<file path="src/rtl/vc_output_arbiter.sv">
// ============================================================================
// vc_output_arbiter
// ----------------------------------------------------------------------------
// Collects the per-VC flit channels leaving the VC buffers and arbitrates them
// onto a single output link. Arbitration is round-robin among VCs presenting
// a head or head_tail flit; a VC that wins with a head flit keeps the link
// (wormhole lock) until its tail flit has been accepted. A small FIFO sits
// between the arbiter and the link so that link backpressure does not stall
// the grant logic combinationally.
//
// Flit request word (FLIT_W = 37):
//   [0]      valid
//   [2:1]    vc_id (overwritten with the winning VC on the output side)
//   [36:3]   fdata, whose top two bits [36:35] are the flit type
//            00 head, 01 body, 10 tail, 11 head_tail
//
// Ports:
//   clk          system clock
//   arst         asynchronous reset, active low
//   vc_req_i     per-VC flit words, VC k at [k*FLIT_W +: FLIT_W]
//   vc_ready_o   per-VC ready, bit k accepts VC k's flit
//   fout_req_o   output link flit word (bit 0 is valid)
//   fout_resp_i  output link ready
// ============================================================================
module vc_output_arbiter #(
    parameter int N_VC       = 3,
    parameter int FLIT_W     = 37,
    parameter int OBUF_DEPTH = 2
) (
    input  logic                     clk,
    input  logic                     arst,
    input  logic [N_VC*FLIT_W-1:0]   vc_req_i,
    output logic [N_VC-1:0]          vc_ready_o,
    output logic [FLIT_W-1:0]        fout_req_o,
    input  logic                     fout_resp_i
);

    localparam int VC_W  = (N_VC > 1) ? $clog2(N_VC) : 1;
    localparam int PTR_W = (OBUF_DEPTH > 1) ? $clog2(OBUF_DEPTH) : 1;
    localparam int CNT_W = $clog2(OBUF_DEPTH + 1);

    localparam logic [1:0] TYPE_HEAD      = 2'b00;
    localparam logic [1:0] TYPE_BODY      = 2'b01;
    localparam logic [1:0] TYPE_TAIL      = 2'b10;
    localparam logic [1:0] TYPE_HEAD_TAIL = 2'b11;

    typedef enum logic {
        IDLE,
        LOCKED
    } state_t;

    // ------------------------------------------------------------------------
    // State
    // ------------------------------------------------------------------------
    state_t              state_q, state_d;
    logic [VC_W-1:0]     lockVc_q, lockVc_d;
    logic [VC_W-1:0]     lastGrant_q, lastGrant_d;

    logic [FLIT_W-1:0]   mem_q [OBUF_DEPTH];
    logic [PTR_W-1:0]    wrPtr_q, wrPtr_d;
    logic [PTR_W-1:0]    rdPtr_q, rdPtr_d;
    logic [CNT_W-1:0]    count_q, count_d;

    // ------------------------------------------------------------------------
    // Input unpacking
    // ------------------------------------------------------------------------
    logic [FLIT_W-1:0]   vcFlit [N_VC];
    logic [N_VC-1:0]     vcValid;
    logic [N_VC-1:0]     vcEligible;

    for (genvar k = 0; k < N_VC; k++) begin : gUnpack
        assign vcFlit[k]     = vc_req_i[k*FLIT_W +: FLIT_W];
        assign vcValid[k]    = vcFlit[k][0];
        assign vcEligible[k] = vcFlit[k][0] &&
                               ((vcFlit[k][FLIT_W-1 -: 2] == TYPE_HEAD) ||
                                (vcFlit[k][FLIT_W-1 -: 2] == TYPE_HEAD_TAIL));
    end

    // ------------------------------------------------------------------------
    // Grant selection
    // ------------------------------------------------------------------------
    logic                idleFound;
    logic [VC_W-1:0]     idleSel;
    logic [VC_W-1:0]     selVc;
    logic                selValid;
    logic [FLIT_W-1:0]   selFlit;
    logic [1:0]          selType;
    logic                canAccept;
    logic                accept;
    logic [FLIT_W-1:0]   pushData;
    logic                pop;

    // Round-robin search starting one past the last VC that finished a packet.
    always_comb begin
        idleFound = 1'b0;
        idleSel   = '0;
        for (int i = 0; i < N_VC; i++) begin
            if (!idleFound &&
                vcEligible[VC_W'((int'(lastGrant_q) + 1 + i) % N_VC)]) begin
                idleFound = 1'b1;
                idleSel   = VC_W'((int'(lastGrant_q) + 1 + i) % N_VC);
            end
        end
    end

    // While locked, the owning VC is the only candidate and any valid flit it
    // presents is taken regardless of type.
    always_comb begin
        selVc   = (state_q == LOCKED) ? lockVc_q : idleSel;
        selFlit = '0;
        for (int k = 0; k < N_VC; k++) begin
            if (selVc == VC_W'(k)) begin
                selFlit = vcFlit[k];
            end
        end
        selType  = selFlit[FLIT_W-1 -: 2];
        selValid = (state_q == LOCKED) ? selFlit[0] : idleFound;
    end

    assign canAccept = (count_q < CNT_W'(OBUF_DEPTH));
    assign accept    = selValid && canAccept;

    // Ready is gated by the reset input so that nothing appears ready while
    // the block is held in reset, whatever the upstream presents.
    always_comb begin
        vc_ready_o = '0;
        for (int k = 0; k < N_VC; k++) begin
            vc_ready_o[k] = accept && (selVc == VC_W'(k)) && arst;
        end
    end

    // The stored vc_id is the one we actually granted, not what upstream sent.
    always_comb begin
        pushData      = selFlit;
        pushData[2:1] = 2'(selVc);
    end

    // ------------------------------------------------------------------------
    // Lock FSM
    // ------------------------------------------------------------------------
    always_comb begin
        state_d     = state_q;
        lockVc_d    = lockVc_q;
        lastGrant_d = lastGrant_q;
        if (accept) begin
            case (state_q)
                IDLE: begin
                    if (selType == TYPE_HEAD) begin
                        state_d  = LOCKED;
                        lockVc_d = selVc;
                    end else if (selType == TYPE_HEAD_TAIL) begin
                        lastGrant_d = selVc;
                    end
                end
                LOCKED: begin
                    // Head or head_tail while locked is a protocol error and
                    // is forwarded like a body flit without releasing the lock.
                    if (selType == TYPE_TAIL) begin
                        state_d     = IDLE;
                        lastGrant_d = lockVc_q;
                    end
                end
                default: begin
                    state_d = IDLE;
                end
            endcase
        end
    end

    always_ff @(posedge clk or negedge arst) begin
        if (!arst) begin
            state_q     <= IDLE;
            lockVc_q    <= '0;
            lastGrant_q <= VC_W'(N_VC - 1);
        end else begin
            state_q     <= state_d;
            lockVc_q    <= lockVc_d;
            lastGrant_q <= lastGrant_d;
        end
    end

    // ------------------------------------------------------------------------
    // Output buffer
    // ------------------------------------------------------------------------
    assign pop        = (count_q != '0) && fout_resp_i;
    assign fout_req_o = (count_q != '0) ? mem_q[rdPtr_q] : '0;

    always_comb begin
        wrPtr_d = wrPtr_q;
        rdPtr_d = rdPtr_q;
        count_d = count_q;
        if (accept) begin
            wrPtr_d = (wrPtr_q == PTR_W'(OBUF_DEPTH - 1)) ? '0 : wrPtr_q + 1'b1;
        end
        if (pop) begin
            rdPtr_d = (rdPtr_q == PTR_W'(OBUF_DEPTH - 1)) ? '0 : rdPtr_q + 1'b1;
        end
        if (accept && !pop) begin
            count_d = count_q + 1'b1;
        end else if (!accept && pop) begin
            count_d = count_q - 1'b1;
        end
    end

    always_ff @(posedge clk or negedge arst) begin
        if (!arst) begin
            for (int i = 0; i < OBUF_DEPTH; i++) begin
                mem_q[i] <= '0;
            end
            wrPtr_q <= '0;
            rdPtr_q <= '0;
            count_q <= '0;
        end else begin
            if (accept) begin
                mem_q[wrPtr_q] <= pushData;
            end
            wrPtr_q <= wrPtr_d;
            rdPtr_q <= rdPtr_d;
            count_q <= count_d;
        end
    end

endmodule

</file>
<file path="config.mk">
export PLATFORM = sky130hd
export DESIGN_NAME = vc_output_arbiter
export DESIGN_NICKNAME = d
export VERILOG_FILES = /design/src/rtl/vc_output_arbiter.sv
export SDC_FILE = /design/constraint.sdc
export NUM_CORES = 1
export LEC_CHECK = 0
export ABC_AREA = 1
export BUFFER_PORTS_ARGS = -buffer_cell sky130_fd_sc_hd__buf_4
export CAP_MARGIN = 20
export CORE_ASPECT_RATIO = 0.8
export CORE_MARGIN = 2
export CORE_UTILIZATION = 47
export DETAILED_ROUTE_END_ITERATION = 8
export GPL_TIMING_DRIVEN = 0
export PLACE_DENSITY = 0.8
export RECOVER_POWER = 25
export SYNTH_ARGS = -nofsm -noshare
export SYNTH_HDL_FRONTEND = slang
export SYNTH_SLANG_ARGS = --single-unit
</file>
<file path="constraint.sdc">
create_clock -name clk -period 2.92 [get_ports clk]
set_input_delay 0.292 -clock clk [delete_from_list [all_inputs] [get_ports clk]]
set_output_delay 0.292 -clock clk [all_outputs]
set_load 0.005 [all_outputs]
</file>
==> impl_metrics.ini, run 1 <==
[floorplanning]
die_h_um = 94.6
fp.coreArea_mm2 = 0.0101
dieArea_mm2 = 0.0111
core.rowCount = 33
start_util = 0.476
die_w_um = 117
io_pins = 154

[timing]
tns_ns = -6.52
skew_ns = 0.00847
setup_ws_ns = -0.158
rsz0062_at_grt = yes
slew_headroom = 0.664
final_max_slew_viol_count = 0
fmax_mhz = 325
final.min_clock_period_ns = 3.08
tightest_slew_ns = 0.503
period_share = 1.05
finalHoldViolations = 0
setup_violations = 76

[critical_path]
required_ns = 2.63
slowest_delay_ns = 0.59
reg2reg_depth = 20
cp_max_fo = 6
end_kind = primary output
start_kind = register
worst_r2r_startpoint = lastGrant_q[1]
crit_type = register to primary output
path_cells = inv_2 -> ha_2 -> inv_2 -> nand3_1 -> nand2_2 -> nand4_1 -> nand2_2 -> nand2_1 -> nand2_4 -> nor2_4 -> nand2_1 -> nand3_2 -> nand2_4 -> nand2_8 -> inv_8 -> nand2_8 -> nor2_4 -> buf_4
cpMaxStageDelayCell = dfstp_2
rrSetupSlack_ns = -0.14
timing.rr.end = mem_q[3]
arrival_ns = 2.79
crit_family = simple AND/OR/NAND/NOR gates
cp.buffers_inverters = 4

[finish]
layout.nets = 994
final_cell_mix = nand2_1, buf_4, dfrtp_1
area_delta_synth_final_pct = 46.5
final_area_mm2 = 0.00706
drive_gt1_frac = 0.301
fin_cells = 1020
antenna_cells = 0
mostFrequentLayoutCell = nand2_1

[power_and_ir_drop]
pwr-share-comb = 0.692
switching_power_mw = 4.93
power.share.clock = 0.120
p_leak_nw = 3.65
vdd_drop_max_mv = 0.644
p_total_mw = 10.3
internal-power_mw = 5.40
seqPwrFrac = 0.188
swShare = 0.477
p_per_area_mw_per_mm2 = 1460

[global_route]
grtUsageTotal = 0.269
grt_pass1_wl_mm = 23.0
grt_pass1_vias = 4775
antenna_found_initial = 0
gr-total-overflow = 0
grt_max_degree = 85

[yosys]
synth_warnings = 0
syn_nets = 801
postSynthCellCount = 682
synth-seq-cells = 83
syn_avg_cell_area_um2 = 7.06
seq_area_frac_synth = 0.431
syn-cell-area_mm2 = 0.00482
synth_cell_types = 36

[placed_design]
port_buffers = 147
dp_cells = 969
dp_hpwl_mm = 10.9
place_area_mm2 = 0.00610
place_congestion = 0.885

[clock_tree]
cts_buffers = 9
cts_tree = yes
clock_latency_ns = 0.34
clk_path_buf_depth = 2
clk_pin_slew_ns = 0.06
htree_levels = 3
clockRootBuffer = clkbuf_16
clkSinkCount = 83

[route]
viasPerCell = 5.31
first_iter_violations = 427
drc = 0
drt_first_pass_iters = 5
vias = 5418
antenna_left = 0
wire_per_inst_um = 15.8
routed_wl_mm = 16.1

[flow_run]
drv_cap = 0

[worst_hold_path]
worst_hold_startpoint = vc_req_i[49]
min_to = mem_q[49]
hold-path-cell-count = 5
hp-class = input pin to register

[run_status]
violations = setup timing
status = finished, violations left
[worst max path at each step]
stage	start	endpoint	slack [ns]	cells past startpoint
finish	lastGrant_q[1]	vc_ready_o[2]	-0.16	18
global route	lastGrant_q[1]	vc_ready_o[2]	-0.29	17
CTS	lastGrant_q[1]	vc_ready_o[0]	-0.17	19
detailed placement	lastGrant_q[1]	count_q[1]	-0.45	20
global placement	lastGrant_q[1]	count_q[1]	-0.40	20
floorplan	lastGrant_q[1]	count_q[1]	0.004	21
[through the flow]
| step | setup WS (ns) | hold slack, ns | util |
|---|---|---|---|
| global placement | -0.397 | 0.438 | 0.603 |
| finish | -0.158 | 0.297 | 0.697 |
| floorplan | 0.00436 | -0.00359 | - |
| detailed placement | -0.452 | 0.450 | 0.603 |
| CTS | -0.167 | 0.201 | 0.655 |
| global route | -0.287 | 0.305 | 0.697 |
[state kept, by name, indices dropped and copies added, names as in the netlist, named ones only]
register     count
mem_q           74
count_q          2
lastGrant_q      2
lockVc_q         2
rdPtr_q          1
wrPtr_q          1
[cell type report]
cell class,instances,area (um2)
multi-input cells,500,2460
plain buffers,36,287
flip-flops and latches,83,2080
clock buffers,10,239
well taps,140,175
repair buffers,181,1470
inverters,64,258
clock inverters,6,88.8
fillers,767,3060
[per-layer routing]
layer	global-route usage	wire, um	vias to the layer above
met5	0	0	-
met2	0.455	7700	285
met4	0.0520	170	0
met3	0.0584	1340	26
li1	-	-	2575
met1	0.359	6860	2532
[logic make-up after synthesis]
| group | Yosys count | synth area share |
|---|---|---|
| simple gates | 360 | 0.317 |
| flops | 83 | 0.431 |
| compound gates | 130 | 0.142 |
| xor+xnor | 3 | 0.00546 |
| buf+inv | 101 | 0.0917 |
| fa+ha+maj | 5 | 0.0130 |
[worst register-to-register path, delay by kind of cell (launching register included)]
| family | cells | cell delay (ns) |
|---|---|---|
| and+or+nand+nor | 13 | 1.46 |
| buffers and inverters | 5 | 0.65 |
| DFF | 1 | 0.59 |
| adders and majority gates | 1 | 0.19 |
| AOI/OAI and AO/OA | 1 | 0.09 |
[synth_stat cells (all sizes together)]
library cell,number,area share
nand2,281,0.22
dfrtp,82,0.43
o21ai,81,0.086
inv,64,0.050
nand3,51,0.057
a21oi,42,0.044
clkbuf,23,0.018
nor2,17,0.022
buf,14,0.023
nand4,8,0.010
ha,5,0.013
o21bai,2,0.0031
o22ai,2,0.0026
xnor2,2,0.0036
a21boi,1,0.0039
a31oi,1,0.0013
dfstp,1,0.0055
nand3b,1,0.0016
nor3,1,0.0010
o211ai,1,0.0016
or2,1,0.0013
xor2,1,0.0018
[power groups by stage]
stage / logic [mW] / clock network, mW / registers, mW
floorplan: 3.67 / 0 / 1.87
global placement: 5.51 / 0 / 1.90
detailed placement: 5.68 / 0 / 1.94
CTS: 6.15 / 1.25 / 1.92
global route: 7.77 / 1.29 / 1.99
finish: 7.15 / 1.24 / 1.94
[what timing repair did]
action                                  4_1_cts  5_1_grt
endpoints found under the hold margin         0       18
gates resized for setup                      31       80
endpoints found under the setup margin       80       84
setup buffers                                13       11
gates cloned                                  0       10
pin swaps                                    16       19
hold buffers                                  0        1
Power figures use the tool's default switching activity.
==> inputs of run 2 (changes only) <==
--- a/config.mk
+++ b/config.mk
@@ -7,7 +7,6 @@
 export LEC_CHECK = 0
 export ABC_AREA = 1
 export BUFFER_PORTS_ARGS = -buffer_cell sky130_fd_sc_hd__buf_4
-export CAP_MARGIN = 20
 export CORE_ASPECT_RATIO = 0.8
 export CORE_MARGIN = 2
 export CORE_UTILIZATION = 47
==> constraint.sdc (replaced) <==
create_clock -name clk -period 2.92 [get_ports clk]
set_input_delay 0.292 -clock clk [delete_from_list [all_inputs] [get_ports clk]]
set_output_delay 0.292 -clock clk [all_outputs]
set_load 0.1 [all_outputs]
==> run 2 against run 1 <==
The run still ends with setup timing left. Clock-buffer cell count shrank 1. Maximum frequency shrank 5.2%. Sequential share of layout area grew 0.71 points. First-iteration DRC count grew 22%. Non-clock buffer count shrank 5. Clock skew shrank 0.0017 ns. Wire length shrank 3.7%. Die area is the same. Cell area shrank 2.3%.
==> impl_metrics.ini, run 2 (same netlist as run 1, synthesis figures left out) <==
[finish]
final_cell_mix = nand2_1, buf_4, dfrtp_1
area_delta_synth_final_pct = 43.0
mostFrequentLayoutCell = nand2_1
antenna_cells = 0
final_area_mm2 = 0.00689
post-route-util = 0.681
largest_reg_flops = 74
layout.nets = 987
regMostFlops = mem_q
drive_gt1_frac = 0.293

[flow_run]
drv_cap = 0

[critical_path]
cp_max_fo = 6
cpMaxStageDelayCell = dfstp_2
crit_path_start = lastGrant_q[1]
start_kind = register
end_kind = primary output
worst_r2r_startpoint = lastGrant_q[1]
cp.buffers_inverters = 4
crit_type = register to primary output
arrival_ns = 2.95
crit_family = simple AND/OR/NAND/NOR gates
required_ns = 2.63
path_cells = ha_4 -> inv_4 -> nand4_1 -> nand3_1 -> nand2_2 -> nand4_1 -> nand3_2 -> nand2_2 -> buf_4 -> nor2_4 -> nand2_1 -> nand3_2 -> nand2_4 -> nand2_8 -> inv_8 -> nand2_8 -> nor2_4 -> buf_12
slowest_delay_ns = 0.60

[floorplanning]
fp.coreArea_mm2 = 0.0101
die_h_um = 94.6
io_pins = 154
die_w_um = 117
core.rowCount = 33
start_util = 0.476
dieArea_mm2 = 0.0111

[route]
top_layer_used = met4
drc = 0
routed_wl_mm = 15.5
wire_per_inst_um = 15.3
wirelength_met1_mm = 6.65
viasPerCell = 5.29
vias = 5356
antenna_left = 0
met2WireLength_mm = 7.29
drt_first_pass_iters = 5
wl_met3_mm = 1.31
first_iter_violations = 519

[timing]
setup_violations = 72
period_share = 1.11
finalHoldViolations = 0
final.min_clock_period_ns = 3.25
fmax_mhz = 308
tightest_slew_ns = 1.11
skew_ns = 0.00678
setup_ws_ns = -0.327
slew_headroom = 0.257
final_max_slew_viol_count = 0
whs_ns = 0.142
rsz0062_at_grt = yes

[clock_tree]
cts_buffers = 9
clk_path_buf_depth = 2
clk_pin_slew_ns = 0.06
htree_levels = 3
clock_latency_ns = 0.34
cts_tree = yes
clkSinkCount = 83
clockRootBuffer = clkbuf_16
hold_buffers = 0

[placed_design]
place_area_mm2 = 0.00617
place_congestion = 0.903
dp_hpwl_mm = 10.6
port_buffers = 147

[global_route]
grtUsageTotal = 0.274
antenna_found_initial = 0
grt_pass1_wl_mm = 23.4
grt_pass1_vias = 4829
grt_max_degree = 85
gr-total-overflow = 0

[run_status]
violations = setup timing
status = finished, violations left

[worst_hold_path]
hp-class = input pin to asynchronous set/reset pin
-- run 2: cell count changes in the layout (fill, tap and decap cells not counted), sizes merged --
cell,previous run,this run
dlygate4sd3,1,0
nor2,19,17
buf,193,189
inv,64,65
bufinv,2,1
clkinv,2,3
clkbuf,33,32
-- run 2: final timing paths --
kind	end	slack [ns]	cells after the start
worst max-delay path	vc_ready_o[2]	-0.33	18
worst min-delay path	mem_q[3]	0.14	1
worst max register to register	count_q[1]	-0.26	22
worst min register to register	mem_q[37]	0.46	1
max in group asynchronous	count_q[0]	2.03	1
min in group clk	mem_q[58]	0.29	5
-- run 2: layout make-up --
| cell class | count | area [um2] |
|---|---|---|
| Buffer | 36 | 256 |
| Clock buffer | 9 | 225 |
| Fill cell | 803 | 3230 |
| Timing Repair Buffer | 176 | 1380 |
| Inverter | 64 | 253 |
| Multi-Input combinational cell | 498 | 2450 |
| Tap cell | 140 | 175 |
| Clock inverter | 7 | 76.3 |
| Sequential cell | 83 | 2080 |
-- run 2: what timing repair did --
action / 4_1_cts / 5_1_grt
hold endpoints to repair: 0 / 0
cloned: 0 / 1
buffers inserted: 18 / 10
resized for setup: 31 / 35
setup endpoints to repair: 77 / 84
pin swaps: 14 / 11
-- run 2: per-layer routing --
metal,vias up,track usage
met5,-,0
met4,0,0.0775
met3,20,0.0603
met2,263,0.438
met1,2522,0.376
li1,2551,-
-- run 2: worst register-to-register path: stages, from the launching register on --
cell     delay (ns)
dfstp_2        0.60
ha_4           0.25
inv_4          0.07
nand4_1        0.09
nand3_1        0.10
nand2_2        0.11
nand3_2        0.11
nand3_4        0.09
nand3_2        0.10
nand2_2        0.08
buf_4          0.15
nor2_4         0.10
nand2_1        0.10
nand3_2        0.10
nand2_4        0.07
nand2_8        0.08
inv_8          0.04
buf_4          0.12
buf_6          0.11
ha_4           0.24
a21oi_2        0.11
o21ai_1        0.09
xor2_1         0.17
-- run 2: stage by stage --
stage                     TNS [ns]  instances  setup WS [ns]
final                        -4.96       1013         -0.327
after global placement       -1.34        969         -0.250
after floorplan            -0.0184        682        -0.0184
after CTS                   -0.740       1002         -0.229
after detailed placement     -5.77        969         -0.327
after global routing        -15.83       1013         -0.465
Power of run 2 is not shown: default switching activity piles up to over one toggle a cycle in this logic, so the estimate is an artifact.
